File: config.mk
export PLATFORM = sky130hd
export DESIGN_NAME = clint
export DESIGN_NICKNAME = d
export VERILOG_FILES = /design/src/rtl/clint_pkg.sv /design/src/rtl/clint_prescaler.sv /design/src/rtl/clint.sv
export SDC_FILE = /design/constraint.sdc
export NUM_CORES = 1
export LEC_CHECK = 0
export ABC_CLOCK_PERIOD_IN_PS = 7290
export CAP_MARGIN = 10
export CORE_AREA = 2 2 158 160
export DETAILED_ROUTE_END_ITERATION = 10
export DIE_AREA = 0 0 160 162
export PLACE_DENSITY_LB_ADDON = 0.3
export SLEW_MARGIN = 10
export SYNTH_ARGS = -nofsm -noshare
export SYNTH_HDL_FRONTEND = slang
export SYNTH_SLANG_ARGS = --single-unit
File: constraint.sdc
create_clock -name clint_clk_i -period 7.29 [get_ports clint_clk_i]
set_input_delay 0.729 -clock clint_clk_i [delete_from_list [all_inputs] [get_ports clint_clk_i]]
set_output_delay 0.729 -clock clint_clk_i [all_outputs]
set_load 0.05 [all_outputs]
File: src/rtl/clint_pkg.sv
// Shared definitions for the core-local interruptor: bus width, register map,
// reset constants, port FSM encoding and the byte-strobe merge helper.
package clint_pkg;

  localparam int DataBus_WIDTH = 64;

  localparam logic [DataBus_WIDTH-1:0] CLINT_MTIME_ADDR    = 64'h0000_0000_0200_BFF8;
  localparam logic [DataBus_WIDTH-1:0] CLINT_MTIMECMP_ADDR = 64'h0000_0000_0200_4000;
  localparam logic [DataBus_WIDTH-1:0] CLINT_MTIMECMP_RST  = '1;

  typedef enum logic {
    CLINT_IDLE = 1'b0,
    CLINT_RESP = 1'b1
  } clint_state_e;

  // Replace the bytes of old_val selected by strb with the matching bytes of wdata.
  function automatic logic [DataBus_WIDTH-1:0] clint_merge(
    input logic [DataBus_WIDTH-1:0]   old_val,
    input logic [DataBus_WIDTH-1:0]   wdata,
    input logic [DataBus_WIDTH/8-1:0] strb
  );
    logic [DataBus_WIDTH-1:0] res;
    res = old_val;
    for (int k = 0; k < DataBus_WIDTH / 8; k++) begin
      if (strb[k]) res[8*k +: 8] = wdata[8*k +: 8];
    end
    return res;
  endfunction

endpackage

File: src/rtl/clint_prescaler.sv
// Tick generator for mtime: one-cycle pulse every TICK_DIV clocks.
// With TICK_DIV = 1 the count never leaves 0, so the tick is held high.
module clint_prescaler #(
  parameter int unsigned TICK_DIV = 1
) (
  input  logic clk_i,
  input  logic rst_n_i,
  output logic tick_o
);

  localparam logic [15:0] LAST = 16'(TICK_DIV - 1);

  logic [15:0] cnt_q;
  logic [15:0] cnt_d;

  assign tick_o = (cnt_q == LAST);

  always_comb begin
    cnt_d = cnt_q + 16'd1;
    if (tick_o) cnt_d = '0;
  end

  always_ff @(posedge clk_i or negedge rst_n_i) begin
    if (!rst_n_i) begin
      cnt_q <= '0;
    end else begin
      cnt_q <= cnt_d;
    end
  end

endmodule

File: src/rtl/clint.sv
// Core-local interruptor: free-running mtime, mtimecmp compare, machine timer
// interrupt request and a single-outstanding request/response register port.
module clint
  import clint_pkg::*;
#(
  parameter int unsigned                TICK_DIV      = 1,
  parameter logic [DataBus_WIDTH-1:0]   MTIME_ADDR    = CLINT_MTIME_ADDR,
  parameter logic [DataBus_WIDTH-1:0]   MTIMECMP_ADDR = CLINT_MTIMECMP_ADDR
) (
  input  logic                         clint_clk_i,
  input  logic                         clint_rst_n_i,
  input  logic                         clint_req_valid_i,
  output logic                         clint_req_ready_o,
  input  logic                         clint_req_wen_i,
  input  logic [DataBus_WIDTH-1:0]     clint_req_addr_i,
  input  logic [DataBus_WIDTH-1:0]     clint_req_wdata_i,
  input  logic [DataBus_WIDTH/8-1:0]   clint_req_wstrb_i,
  output logic                         clint_resp_valid_o,
  input  logic                         clint_resp_ready_i,
  output logic [DataBus_WIDTH-1:0]     clint_resp_rdata_o,
  output logic                         clint_resp_err_o,
  input  logic                         clint_mstatus_mie_i,
  input  logic                         clint_mie_mtie_i,
  output logic                         clint_mtip_o,
  output logic                         clint_timer_intr_o,
  output clint_state_e                 clint_dbg_state_o
);

  logic                     tick;
  logic [DataBus_WIDTH-1:0] mtime_q,    mtime_d;
  logic [DataBus_WIDTH-1:0] mtimecmp_q, mtimecmp_d;
  logic                     mtip_q,     mtip_d;
  logic                     intr_q,     intr_d;

  clint_state_e             state_q;
  logic                     ready_q;
  logic                     resp_valid_q;
  logic [DataBus_WIDTH-1:0] rdata_q;
  logic                     err_q;

  logic accept;
  logic addr_aligned;
  logic hit_mtime;
  logic hit_mtimecmp;
  logic addr_err;
  logic wr_mtime;
  logic wr_mtimecmp;

  clint_prescaler #(
    .TICK_DIV (TICK_DIV)
  ) u_prescaler (
    .clk_i   (clint_clk_i),
    .rst_n_i (clint_rst_n_i),
    .tick_o  (tick)
  );

  // Handshake: a request transfers on a rising edge where valid and ready are
  // both high; the response transfers on a rising edge where resp_valid and
  // resp_ready are both high. rdata/err stay stable while resp_valid waits.
  assign accept       = clint_req_valid_i & ready_q;
  assign addr_aligned = (clint_req_addr_i[2:0] == 3'b000);
  assign hit_mtime    = addr_aligned & (clint_req_addr_i == MTIME_ADDR);
  assign hit_mtimecmp = addr_aligned & (clint_req_addr_i == MTIMECMP_ADDR);
  assign addr_err     = ~(hit_mtime | hit_mtimecmp);
  assign wr_mtime     = accept & clint_req_wen_i & hit_mtime;
  assign wr_mtimecmp  = accept & clint_req_wen_i & hit_mtimecmp;

  // A software write to mtime overrides the tick increment on the same edge.
  always_comb begin
    mtime_d = mtime_q;
    if (wr_mtime) begin
      mtime_d = clint_merge(mtime_q, clint_req_wdata_i, clint_req_wstrb_i);
    end else if (tick) begin
      mtime_d = mtime_q + 64'd1;
    end
    mtimecmp_d = mtimecmp_q;
    if (wr_mtimecmp) begin
      mtimecmp_d = clint_merge(mtimecmp_q, clint_req_wdata_i, clint_req_wstrb_i);
    end
    mtip_d = (mtime_q >= mtimecmp_q);
    intr_d = mtip_d & clint_mstatus_mie_i & clint_mie_mtie_i;
  end

  always_ff @(posedge clint_clk_i or negedge clint_rst_n_i) begin
    if (!clint_rst_n_i) begin
      mtime_q    <= '0;
      mtimecmp_q <= CLINT_MTIMECMP_RST;
      mtip_q     <= 1'b0;
      intr_q     <= 1'b0;
    end else begin
      mtime_q    <= mtime_d;
      mtimecmp_q <= mtimecmp_d;
      mtip_q     <= mtip_d;
      intr_q     <= intr_d;
    end
  end

  // Port FSM; read data is the register value before this edge's update.
  always_ff @(posedge clint_clk_i or negedge clint_rst_n_i) begin
    if (!clint_rst_n_i) begin
      state_q      <= CLINT_IDLE;
      ready_q      <= 1'b1;
      resp_valid_q <= 1'b0;
      rdata_q      <= '0;
      err_q        <= 1'b0;
    end else begin
      case (state_q)
        CLINT_IDLE: begin
          if (accept) begin
            state_q      <= CLINT_RESP;
            ready_q      <= 1'b0;
            resp_valid_q <= 1'b1;
            err_q        <= addr_err;
            if (clint_req_wen_i || addr_err) begin
              rdata_q <= '0;
            end else if (hit_mtime) begin
              rdata_q <= mtime_q;
            end else begin
              rdata_q <= mtimecmp_q;
            end
          end
        end
        CLINT_RESP: begin
          if (clint_resp_ready_i) begin
            state_q      <= CLINT_IDLE;
            ready_q      <= 1'b1;
            resp_valid_q <= 1'b0;
            rdata_q      <= '0;
            err_q        <= 1'b0;
          end
        end
        default: begin
          state_q      <= CLINT_IDLE;
          ready_q      <= 1'b1;
          resp_valid_q <= 1'b0;
        end
      endcase
    end
  end

  assign clint_req_ready_o  = ready_q;
  assign clint_resp_valid_o = resp_valid_q;
  assign clint_resp_rdata_o = rdata_q;
  assign clint_resp_err_o   = err_q;
  assign clint_mtip_o       = mtip_q;
  assign clint_timer_intr_o = intr_q;
  assign clint_dbg_state_o  = state_q;

endmodule

=== Yosys cells after proc, flatten, opt, wreduce, memory -nomap -nowiden ===
Index checks and enable logic that the tools add are counted.

* Bits in registers: 214
* Latch bits: 0
* RAM bits: 0
* Memory bits (read-only): 0
* Output and inout port bits: 70
* Logic and storage cells: 98
* Memories: 0

* $add $sub $neg: 2
* $mul: 0
* Divide/modulo/power cells: 0
* Order comparisons: 1
* Equality and inequality tests: 12
* Shift operators: 0
* Muxes and demuxes: 27
* Bitwise gates (word level): 11
* Reduce and logical (&&, ||, !) cells: 21

{| class="wikitable"
|+ Operator list
! kind !! number
|-
| $mux W64 || 6
|-
| $eq A64 B26 Y1 const B || 2
|-
| $pmux W64 S2 || 1
|-
| $add A64 B1 Y64 const B || 1
|-
| $ge A64 B64 Y1 || 1
|-
| $mux W8 || 8
|-
| $reduce_and A2 Y1 || 17
|-
| $ne A2 B2 Y1 const B || 10
|-
| $add A16 B1 Y16 const B || 1
|-
| $logic_not A16 Y1 || 1
|-
| $mux W16 || 1
|-
| $and A1 B1 Y1 || 8
|-
| $pmux W1 S2 || 4
|-
| $mux W1 || 7
|-
| $logic_not A3 Y1 || 1
|-
| $not A1 Y1 || 2
|-
| $reduce_bool A2 Y1 || 1
|-
| $logic_or A1 B1 Y1 || 1
|-
| $or A1 B1 Y1 || 1
|}

=== Longest topological paths before layout ===
Gate-level depths: netlist (run 1).

* Word-level depth: 8
* Mapped depth: 9

=== Modules after synthesis ===
A second synthesis (run 1) with hierarchy kept.

* Cells, all modules: 1,296
* Area total of the unflattened synthesis: 12,460.7 µm²

{| class="wikitable"
|+ Modules (own cells, without submodules)
! module !! times used !! cells an instance !! area an instance (µm²) !! seq. area each (µm²)
|-
| clint || 1 || 1,228 || 11,674.9 || 5,036.1
|-
| clint_prescaler || 1 || 68 || 785.8 || 400.4
|}

=== Worst setup path before layout (run 1) ===
OpenSTA, ideal clock, no wires.

* Path type: input port to flip-flop
* From: input clint_req_addr_i[26]
* To: register mtime_q[39]
* Arrival time: 2,797 ps
* Required time: 7,166 ps
* Slack: 4,369 ps
* Cell stages on the path: 8
* Path buffers: 1
* Cells stage by stage: nor4_1 > nand4_1 > or4_4 > o31ai_4 > buf_6 > nor3_2 > nor4b_1 > a211o_1

* Longest elaborated chain between the ends: 5
* Elaborated cells between the ends (all ways): 7

{| class="wikitable"
|+ Ends and longest elaborated chain
! item !! RTL line !! RTL
|-
| start: declaration || clint.sv:15 || <nowiki>input logic [DataBus_WIDTH-1:0] clint_req_addr_i,</nowiki>
|-
| $eq A64 B26 Y1 (*) || clint.sv:62 || <nowiki>assign hit_mtime = addr_aligned & (clint_req_addr_i == MTIME_ADDR);</nowiki>
|-
| $and A1 B1 Y1 (*) || clint.sv:62 ||
|-
| $and A1 B1 Y1 (*) || clint.sv:65 || <nowiki>assign wr_mtime = accept & clint_req_wen_i & hit_mtime;</nowiki>
|-
| $ne A2 B2 Y1 (no line) or $reduce_bool A2 Y1 (tied branches) || -- ||
|-
| $reduce_and A2 Y1 (no line) || -- ||
|-
| end signal: assignment || clint.sv:91 || <nowiki>mtime_q <= mtime_d;</nowiki>
|-
| end: declaration || clint.sv:30 || <nowiki>logic [DataBus_WIDTH-1:0] mtime_q, mtime_d;</nowiki>
|}

Every way passes the cells marked *; elsewhere a longest branch is shown, timed or not.
A chain may end at the register's enable or synchronous reset.

=== Worst setup path in the final report (run 1) ===
* From: input clint_req_addr_i[26]
* To: register rdata_q[27], in the netlist clint_resp_rdata_o[27]

* Longest elaborated chain between the ends: 8
* Elaborated cells between the ends (all ways): 11

{| class="wikitable"
|+ Ends and longest elaborated chain
! item !! RTL line !! RTL
|-
| $eq A64 B26 Y1, on equally long branches || clint.sv:62, clint.sv:63 ||
|-
| $and A1 B1 Y1, on equally long branches || clint.sv:62, clint.sv:63 ||
|-
| $or A1 B1 Y1 || clint.sv:64 || <nowiki>assign addr_err = ~(hit_mtime | hit_mtimecmp);</nowiki>
|-
| $not A1 Y1 || clint.sv:64 ||
|-
| $logic_or A1 B1 Y1 || clint.sv:114 || <nowiki>if (clint_req_wen_i || addr_err) begin</nowiki>
|-
| $mux W64 (*) || clint.sv:114 ||
|-
| $mux W64 (*) || clint.sv:109 || <nowiki>if (accept) begin</nowiki>
|-
| $pmux W64 S2 (*) || clint.sv:107 || <nowiki>case (state_q)</nowiki>
|-
| end signal: assignment || clint.sv:117 || <nowiki>rdata_q <= mtime_q;</nowiki>
|-
| end signal: assignment || clint.sv:119 || <nowiki>rdata_q <= mtimecmp_q;</nowiki>
|-
| end: declaration || clint.sv:38 || <nowiki>logic [DataBus_WIDTH-1:0] rdata_q;</nowiki>
|}

Every way passes the cells marked *; elsewhere a longest branch is shown, timed or not. The select of a mux whose other input is x is not followed.

==> results.md, run 1 <==
- Status: complete, no violations
- Via density per instance: 5.872
- Initial Util: 0.4975
- Post-Syn Nets: 1415
- CP Launch Type: input port
- EDFF count, synth: 0
- Clk buf depth: 3
- First-pass GRT wire length: 53.23 mm
- Hpwl dp: 23.82 mm
- Netlist cell types: 57
- Clk slew on worst S/H paths: 0.06 ns
- CTS H-tree lvls: 1
- Minimum clock period: 3.946 ns
- Critical-path maximum fanout: 64
- Worst min path class: input port to async pin
- #FFs+latches synth: 214
- RePlAce Congestion: 0.9111
- Synth Area in Compound Gates: 0.1363
- Post-Synth XOR/XNOR Area: 0.01095
- Worst vdd ir: 131.2 µV
- Routed vias: 10.29k
- Total gr overflow: 0
- Mean post-synth cell area: 9.952 µm²
- Worst slew pin tran: 1.107 ns
- Final count of hold timing violations: 0
- Syn-to-layout area delta: 26.97%
- GRT Total Usage: 0.2522
- Most frequent cells in the layout: clkdlybuf4s50_1, dfrtp_1, nand2_1, o21ai_0, nor2_1
- Reg power frac: 0.467
- Sw frac: 0.2175
- Synthesized instance count: 1205
- Post-CTS Hold Fix Bufs: 0
- Async SR Flop Fraction: 1.000
- CTS tree: yes
- P_leak: 6.730 nW
- Net count of the finished layout: 1621
- Largest net degree at the start of global routing: 83
- Synth Area in Adders: 0.06990
- Worst-Skew Late Latency: 0.52 ns
- Die ar.: 25920 µm²
- Warnings from Yosys: 0
- Most common cell after layout, fill and taps aside: clkdlybuf4s50_1
- Setup TNS: 0 ns
- Non-Filler Instances: 1752
- Top_reg_cell synth: dfrtp_1
- Final setup violation count: 0
- Combinational group share of total power: 0.061
- Mux share of post-synthesis cell area: 0.1102
- CTS Sinks: 214
- Crit path kind: input port to register
- Pint: 2.009 mW
- CTS buffer count: 25
- Psw: 0.5585 mW
- WL final: 32.86 mm
- Syn Std Cell Area: 11990 µm²
- Final period util: 0.5413
- Initial antenna violation count: 0
- Die extent in x: 160 µm
- Clock skew: 0.01168 ns
- Fin. max-slew vios: 0
- Post-CTS setup buffer count: 0
- Post-Synth Simple-Gate Area: 0.1814
- WP data arrival: 4.38 ns
- Pwr dens: 168.6 nW/µm²
- Antenna cells: 0
- Max cap viols: 0
- Peak Freq: 253.4 MHz
- DRC: 0
- Vias in the first global route: 10.15k
- DRT iter0 DRCs: 601
- Critical Path RT: 7.72 ns
- DR WL/cell: 18.76 µm
- Boundary Pins: 213
- PortBufs: 212
- Main combinational cell family by area after synthesis: simple AND/OR/NAND/NOR gates
- Core Region: 24110 µm²
- CP Capture Type: register
- Root Driver: clkbuf_16
- RSZ-0062 raised after global routing: false
- Relative slew slack: 0.2600
- Cells after DPL: 1708
- Cell Rows: 57
- Ratio of cells with drive above 1 in the final layout: 0.1394
- ANT nets after route: 0
- Final Power: 2.568 mW
- Clk pwr share: 0.472
- Sequential cell area fraction in the yosys report: 0.4533
- DIE HEIGHT: 162 µm
- Length of the first detailed-routing pass in iterations: 5
- Resized Gates After CTS: 0
stage by stage:
stage,setup slack (ns),instance area [µm²],utilization,hold WS [ns]
2_1_floorplan,4.369,11990,-,0.4334
3_3_place_gp,2.988,14430,0.5984,0.4624
3_5_place_dp,2.840,14430,0.5984,0.4692
4_1_cts,3.361,15230,0.6317,0.2192
5_1_grt,3.074,15230,0.6317,0.2340
6_report,3.344,15230,0.6317,0.1982
synthesized netlist by cell type, types with 35 or more instances:
cell type,number,area [µm²]
dfrtp_1,149,3729
nand2_1,145,544.3
o21ai_0,86,430.4
nor2_1,77,289.0
inv_1,74,277.8
ha_1,67,838.3
dfstp_2,65,1708
mux2_2,64,720.7
mux2i_1,60,600.6
a21oi_1,43,215.2
a211oi_1,36,270.3
nand4_1,35,219.0
layout make-up:
type | instances | area (µm²)
sequential | 214 | 5436
clock inverter | 1 | 8.758
fill | 2009 | 8879
multi-input combinational | 876 | 6120
clock buffer | 43 | 793.3
tap | 324 | 405.4
inverter | 74 | 277.8
timing repair buffer | 220 | 2186
flip-flops by register name, indices dropped and copies added, names as in the netlist:
register / count
clint_dbg_state_o: 1
clint_resp_valid_o: 1
u_prescaler.cnt_q: 16
mtimecmp_q: 64
clint_timer_intr_o: 1
clint_mtip_o: 1
clint_resp_rdata_o: 64
mtime_q: 64
clint_resp_err_o: 1
clint_req_ready_o: 1
power groups by stage:
stage | logic, mW | registers [mW] | clock network (mW)
floorplan | 0.00954 | 1.24 | 0
global placement | 0.158 | 1.22 | 0
detailed placement | 0.158 | 1.22 | 0
CTS | 0.159 | 1.20 | 1.23
global route | 0.169 | 1.20 | 1.27
finish | 0.157 | 1.20 | 1.21
worst paths after layout:
path / startpoint / endpoint / slack [ns] / cells after the start
worst max-delay path: clint_req_addr_i[26] / clint_resp_rdata_o[27] / 3.34 / 10
worst min-delay path: clint_rst_n_i / clint_resp_rdata_o[6] / 0.20 / 1
worst max register to register: mtime_q[0] / clint_timer_intr_o / 3.91 / 9
worst min register to register: clint_resp_rdata_o[58] / clint_resp_rdata_o[58] / 0.48 / 2
max in group asynchronous: clint_rst_n_i / mtime_q[29] / 5.66 / 2
min in group clint_clk_i: clint_resp_rdata_o[58] / clint_resp_rdata_o[58] / 0.48 / 2
metal layers:
| metal | global-route usage | share of wire |
|---|---|---|
| met5 | 0 | 0 |
| met4 | 0.06224 | 0.023 |
| met1 | 0.3545 | 0.45 |
| met3 | 0.03371 | 0.058 |
| met2 | 0.4174 | 0.47 |
worst max-delay path, cell delays in order:
cell and delay (ns):
clkdlybuf4s50_1 0.40, nor4_1 0.32, nand4_1 0.23, nor4_4 0.71
nand2_4 0.46, buf_4 0.53, nand2_1 0.26, nand3b_1 0.10
buf_4 0.33, o21ai_0 0.26
cells by family (layout without fill, tap and decap cells):
kind of cell               count (synthesis)  in the layout
and+or+nand+nor                          423            423
AOI/OAI and AO/OA                        247            247
DFF                                      214            214
muxes                                    124            124
buffers and inverters                    115            338
adders and majority gates                 67             67
xor gates and xnor gates                  15             15
Power figures use the tool's default switching activity.
==> run 2, diff against run 1 <==
- ABC_CLOCK_PERIOD_IN_PS: 7290 -> 3700
- clock period: 7.29 -> 3.7 ns (I/O delays scaled with it)
==> results.md, run 2 (synthesized netlist as in run 1, its figures left out) <==
- Cell Rows: 57
- Clock skew: 0.007131 ns
- Worst vdd ir: 305.1 µV
- Non-Filler Instances: 1768
- Peak Freq: 317.5 MHz
- DIE HEIGHT: 162 µm
- Clk slew on worst S/H paths: 0.06 ns
- Max cap viols: 0
- Minimum clock period: 3.149 ns
- Worst-Skew Late Latency: 0.52 ns
- Crit path kind: register to register
- P_leak: 6.855 nW
- Setup TNS: 0 ns
- Boundary Pins: 213
- Initial antenna violation count: 2
- Worst min path class: input port to register
- Syn-to-layout area delta: 28.82%
- RSZ-0062 raised after global routing: false
- Critical R2R Launch: mtime_q[9]
- Final Power: 5.282 mW
- Final period util: 0.8511
- Via density per instance: 5.826
- Vias in the first global route: 10.39k
- Initial Util: 0.4975
- DR WL/cell: 18.90 µm
- CP Capture Type: register
- DRC: 0
- Most frequent cells in the layout: clkdlybuf4s50_1, dfrtp_1, nand2_1, o21ai_0, nor2_1
- Largest net degree at the start of global routing: 101
- Die extent in x: 160 µm
- Root Driver: clkbuf_16
- Die ar.: 25920 µm²
- Hpwl dp: 24.17 mm
- Final count of hold timing violations: 0
- Net count of the finished layout: 1635
- Cells after DPL: 1721
- WL final: 33.42 mm
- Worst r2r path cells: 7
- Final core occ: 0.6409
- CTS tree: yes
- Reg-to-Reg End: mtime_q[51]
- Relative slew slack: 0.3414
- Most common cell after layout, fill and taps aside: clkdlybuf4s50_1
- Hold_sp: clint_mstatus_mie_i
- First-pass GRT wire length: 54.32 mm
- Hold EP: clint_timer_intr_o
- CTS buffer count: 24
- Hold WS: 0.4333 ns
- Hold Path Stages: 2
- Worst slew pin tran: 0.9804 ns
- WP data arrival: 3.57 ns
- CTS Sinks: 214
- Critical-path maximum fanout: 11
- GRT Total Usage: 0.2582
- ANT nets after route: 0
- Fin. max-slew vios: 0
- DRT iter0 DRCs: 631
- Length of the first detailed-routing pass in iterations: 5
- Pwr dens: 341.9 nW/µm²
- CP Launch Type: register
- R2r setup slk: 0.55 ns
- Status: complete, no violations
- Critical Path RT: 4.12 ns
- Clk buf depth: 3
- RePlAce Congestion: 0.8629
- Core Region: 24110 µm²
- Ratio of cells with drive above 1 in the final layout: 0.1497
- PortBufs: 212
- Total gr overflow: 0
- Final setup violation count: 0
- CTS H-tree lvls: 1
- Routed vias: 10.30k
-- run 2: cell types whose count changed in the layout (fill, tap and decap cells not counted), sizes merged --
cell	previous run	this run
clkinv	0	3
buf	8	22
dlygate4sd3	0	1
bufinv	0	4
clkbuf	44	37
diode	0	1
-- run 2: how the worst max path moves through the flow --
stage | startpoint | to | cells past startpoint
2_1_floorplan | clint_req_addr_i[26] | mtime_q[39] | 8
3_3_place_gp | clint_req_addr_i[22] | mtime_q[36] | 9
3_5_place_dp | clint_req_addr_i[33] | clint_resp_rdata_o[30] | 10
4_1_cts | mtime_q[1] | mtime_q[48] | 8
5_1_grt | mtime_q[9] | mtime_q[51] | 7
6_report | mtime_q[9] | mtime_q[51] | 7
-- run 2: worst max-delay path, stage by stage, from the launching register on --
cell and delay [ns]:
dfrtp_1 0.56, and4_1 0.38, nand3_1 0.21, nor4_1 0.35, nand4_1 0.30, nor3_1 0.83, a211oi_1 0.19, a211oi_1 0.23
-- run 2: cell type report --
| class | instances | area (µm²) |
|---|---|---|
| Fill cell | 2026 | 8657 |
| Sequential cell | 214 | 5436 |
| Tap cell | 324 | 405.4 |
| Antenna cell | 1 | 2.502 |
| Clock inverter | 8 | 143.9 |
| Multi-Input combinational cell | 876 | 6120 |
| Clock buffer | 36 | 726.9 |
| Timing Repair Buffer | 235 | 2336 |
| Inverter | 74 | 277.8 |
-- run 2: routing by layer --
layer	part of all wire	wire, µm	GRT usage	up-vias
li1	-	-	-	4871
met1	0.45	14930	0.3549	4999
met2	0.47	15680	0.4337	374
met3	0.062	2077	0.03703	57
met4	0.022	723	0.06552	0
met5	0	0	0	-
-- run 2: power breakdown --
group / total, mW / switching [mW] / internal (mW)
combinational: 0.314 / 0.149 / 0.166
clock: 2.61 / 0.971 / 1.63
sequential: 2.36 / 0.00731 / 2.35
total: 5.28 / 1.13 / 4.15
-- run 2: repair_timing --
item                                   CTS  global route
endpoints found under the hold margin   61             0
buffers inserted                         0             0
hold buffers                             1             0
resized for setup                        0             0
-- run 2: per-stage QoR --
stage | worst slack (ns) | cell area (µm²)
after CTS | 0.5621 | 15440
after global placement | 0.5830 | 14560
final | 0.5508 | 15450
after detailed placement | 0.4925 | 14560
after global routing | 0.3271 | 15450
after floorplan | 1.138 | 11990
==> run 3, diff against run 2 <==
- CTS_BUF_LIST: not set -> sky130_fd_sc_hd__clkbuf_16
==> results.md, run 3 (synthesized netlist as in run 1, its figures left out) <==
- Status: complete, no violations
- Crit path kind: register to register
- Syn-to-layout area delta: 28.32%
- RSZ-0062 raised after global routing: false
- Worst vdd ir: 321.0 µV
- First-pass GRT wire length: 54.25 mm
- R2r setup slk: 0.61 ns
- CP Capture Type: register
- Core Region: 24110 µm²
- Critical R2R Launch: mtime_q[9]
- Crit path from: mtime_q[9]
- Setup TNS: 0 ns
- Root Driver: clkbuf_16
- Final count of hold timing violations: 0
- DRT iter0 DRCs: 604
- Hpwl dp: 24.17 mm
- Clk slew on worst S/H paths: 0.06 ns
- CTS buffer count: 24
- Cell Rows: 57
- DIE HEIGHT: 162 µm
- Vias in the first global route: 10.41k
- Final setup violation count: 0
- Routed vias: 10.28k
- Clk buf depth: 3
- RePlAce Congestion: 0.8629
- Worst-Skew Late Latency: 0.52 ns
- CTS H-tree lvls: 1
- Clock skew: 0.01498 ns
- Length of the first detailed-routing pass in iterations: 5
- Final core occ: 0.6384
- Worst slew pin tran: 0.9809 ns
- CTS Sinks: 214
- Reg-to-Reg End: mtime_q[51]
- GRT Total Usage: 0.2577
- Resized Gates After CTS: 0
- Worst setup endpoint: mtime_q[51]
- Final period util: 0.8348
- Most frequent cells in the layout: clkdlybuf4s50_1, dfrtp_1, nand2_1, o21ai_0, inv_1
- Ratio of cells with drive above 1 in the final layout: 0.1455
- DR WL/cell: 18.86 µm
- Total gr overflow: 0
- Via density per instance: 5.815
- DRC: 0
- Max cap viols: 0
- WL final: 33.35 mm
- Minimum clock period: 3.089 ns
- Post-CTS setup buffer count: 0
- CP Launch Type: register
- Boundary Pins: 213
- Initial Util: 0.4975
- Critical-path maximum fanout: 11
- Most common cell after layout, fill and taps aside: clkdlybuf4s50_1
- Net count of the finished layout: 1635
- Initial antenna violation count: 2
- Worst min path class: input port to register
- Die ar.: 25920 µm²
- WP data arrival: 3.50 ns
- P_leak: 6.842 nW
- Pwr dens: 334.1 nW/µm²
- Die extent in x: 160 µm
- Critical Path RT: 4.11 ns
- ANT nets after route: 0
- PortBufs: 212
- Post-CTS Hold Fix Bufs: 1
- Relative slew slack: 0.3410
- Largest net degree at the start of global routing: 101
- CTS tree: yes
- Peak Freq: 323.7 MHz
- Worst r2r path cells: 7
- Fin. max-slew vios: 0
run 3: layer usage:
layer  up-vias  wire length (µm)  track usage
met2       328             15610       0.4321
li1       4861                 -            -
met1      5036             15160       0.3555
met5         -                 0            0
met3        56              1856      0.03652
met4         0               724      0.06470
run 3: worst min-delay path by stage:
stage	from	to	slack [ns]	depth (start not counted)
final	clint_mstatus_mie_i	clint_timer_intr_o	0.43	2
after global routing	clint_mstatus_mie_i	clint_timer_intr_o	0.44	2
after CTS	clint_mstatus_mie_i	clint_timer_intr_o	0.42	2
after detailed placement	clint_resp_rdata_o[60]	clint_resp_rdata_o[60]	0.47	2
after global placement	clint_resp_rdata_o[63]	clint_resp_rdata_o[63]	0.46	2
after floorplan	clint_rst_n_i	clint_dbg_state_o	0.07	0
run 3: power by group:
| part | switching, mW | internal, mW |
|---|---|---|
| sequential | 0.00720 | 2.35 |
| combinational | 0.148 | 0.166 |
| clock | 0.970 | 1.50 |
| total | 1.12 | 4.02 |
run 3: layout make-up:
class / instances / area, µm²
antenna: 1 / 2.502
clock buffer: 25 / 625.6
clock inverter: 19 / 185.2
fill: 2024 / 8717
inverter: 74 / 277.8
multi-input combinational: 876 / 6120
sequential: 214 / 5436
tap: 324 / 405.4
timing repair buffer: 235 / 2336
run 3: stage by stage:
step | cell area [µm²] | hold slack, ns | power (mW) | setup slack, ns | cells
after floorplan | 11990 | 0.07441 | 2.458 | 1.138 | 1205
after global placement | 14560 | 0.4624 | 2.714 | 0.5830 | 1721
after detailed placement | 14560 | 0.4714 | 2.716 | 0.4925 | 1721
after CTS | 15380 | 0.4179 | 5.184 | 0.5621 | 1766
after global routing | 15390 | 0.4383 | 5.302 | 0.3285 | 1768
final | 15390 | 0.4297 | 5.141 | 0.6111 | 1768
run 3: critical path: stages, from the launching register on:
cell and delay, ns:
dfrtp_1 0.54, and4_1 0.38, nand3_1 0.21, nor4_1 0.35, nand4_1 0.28, nor3_1 0.82
a211oi_1 0.18, a211oi_1 0.22
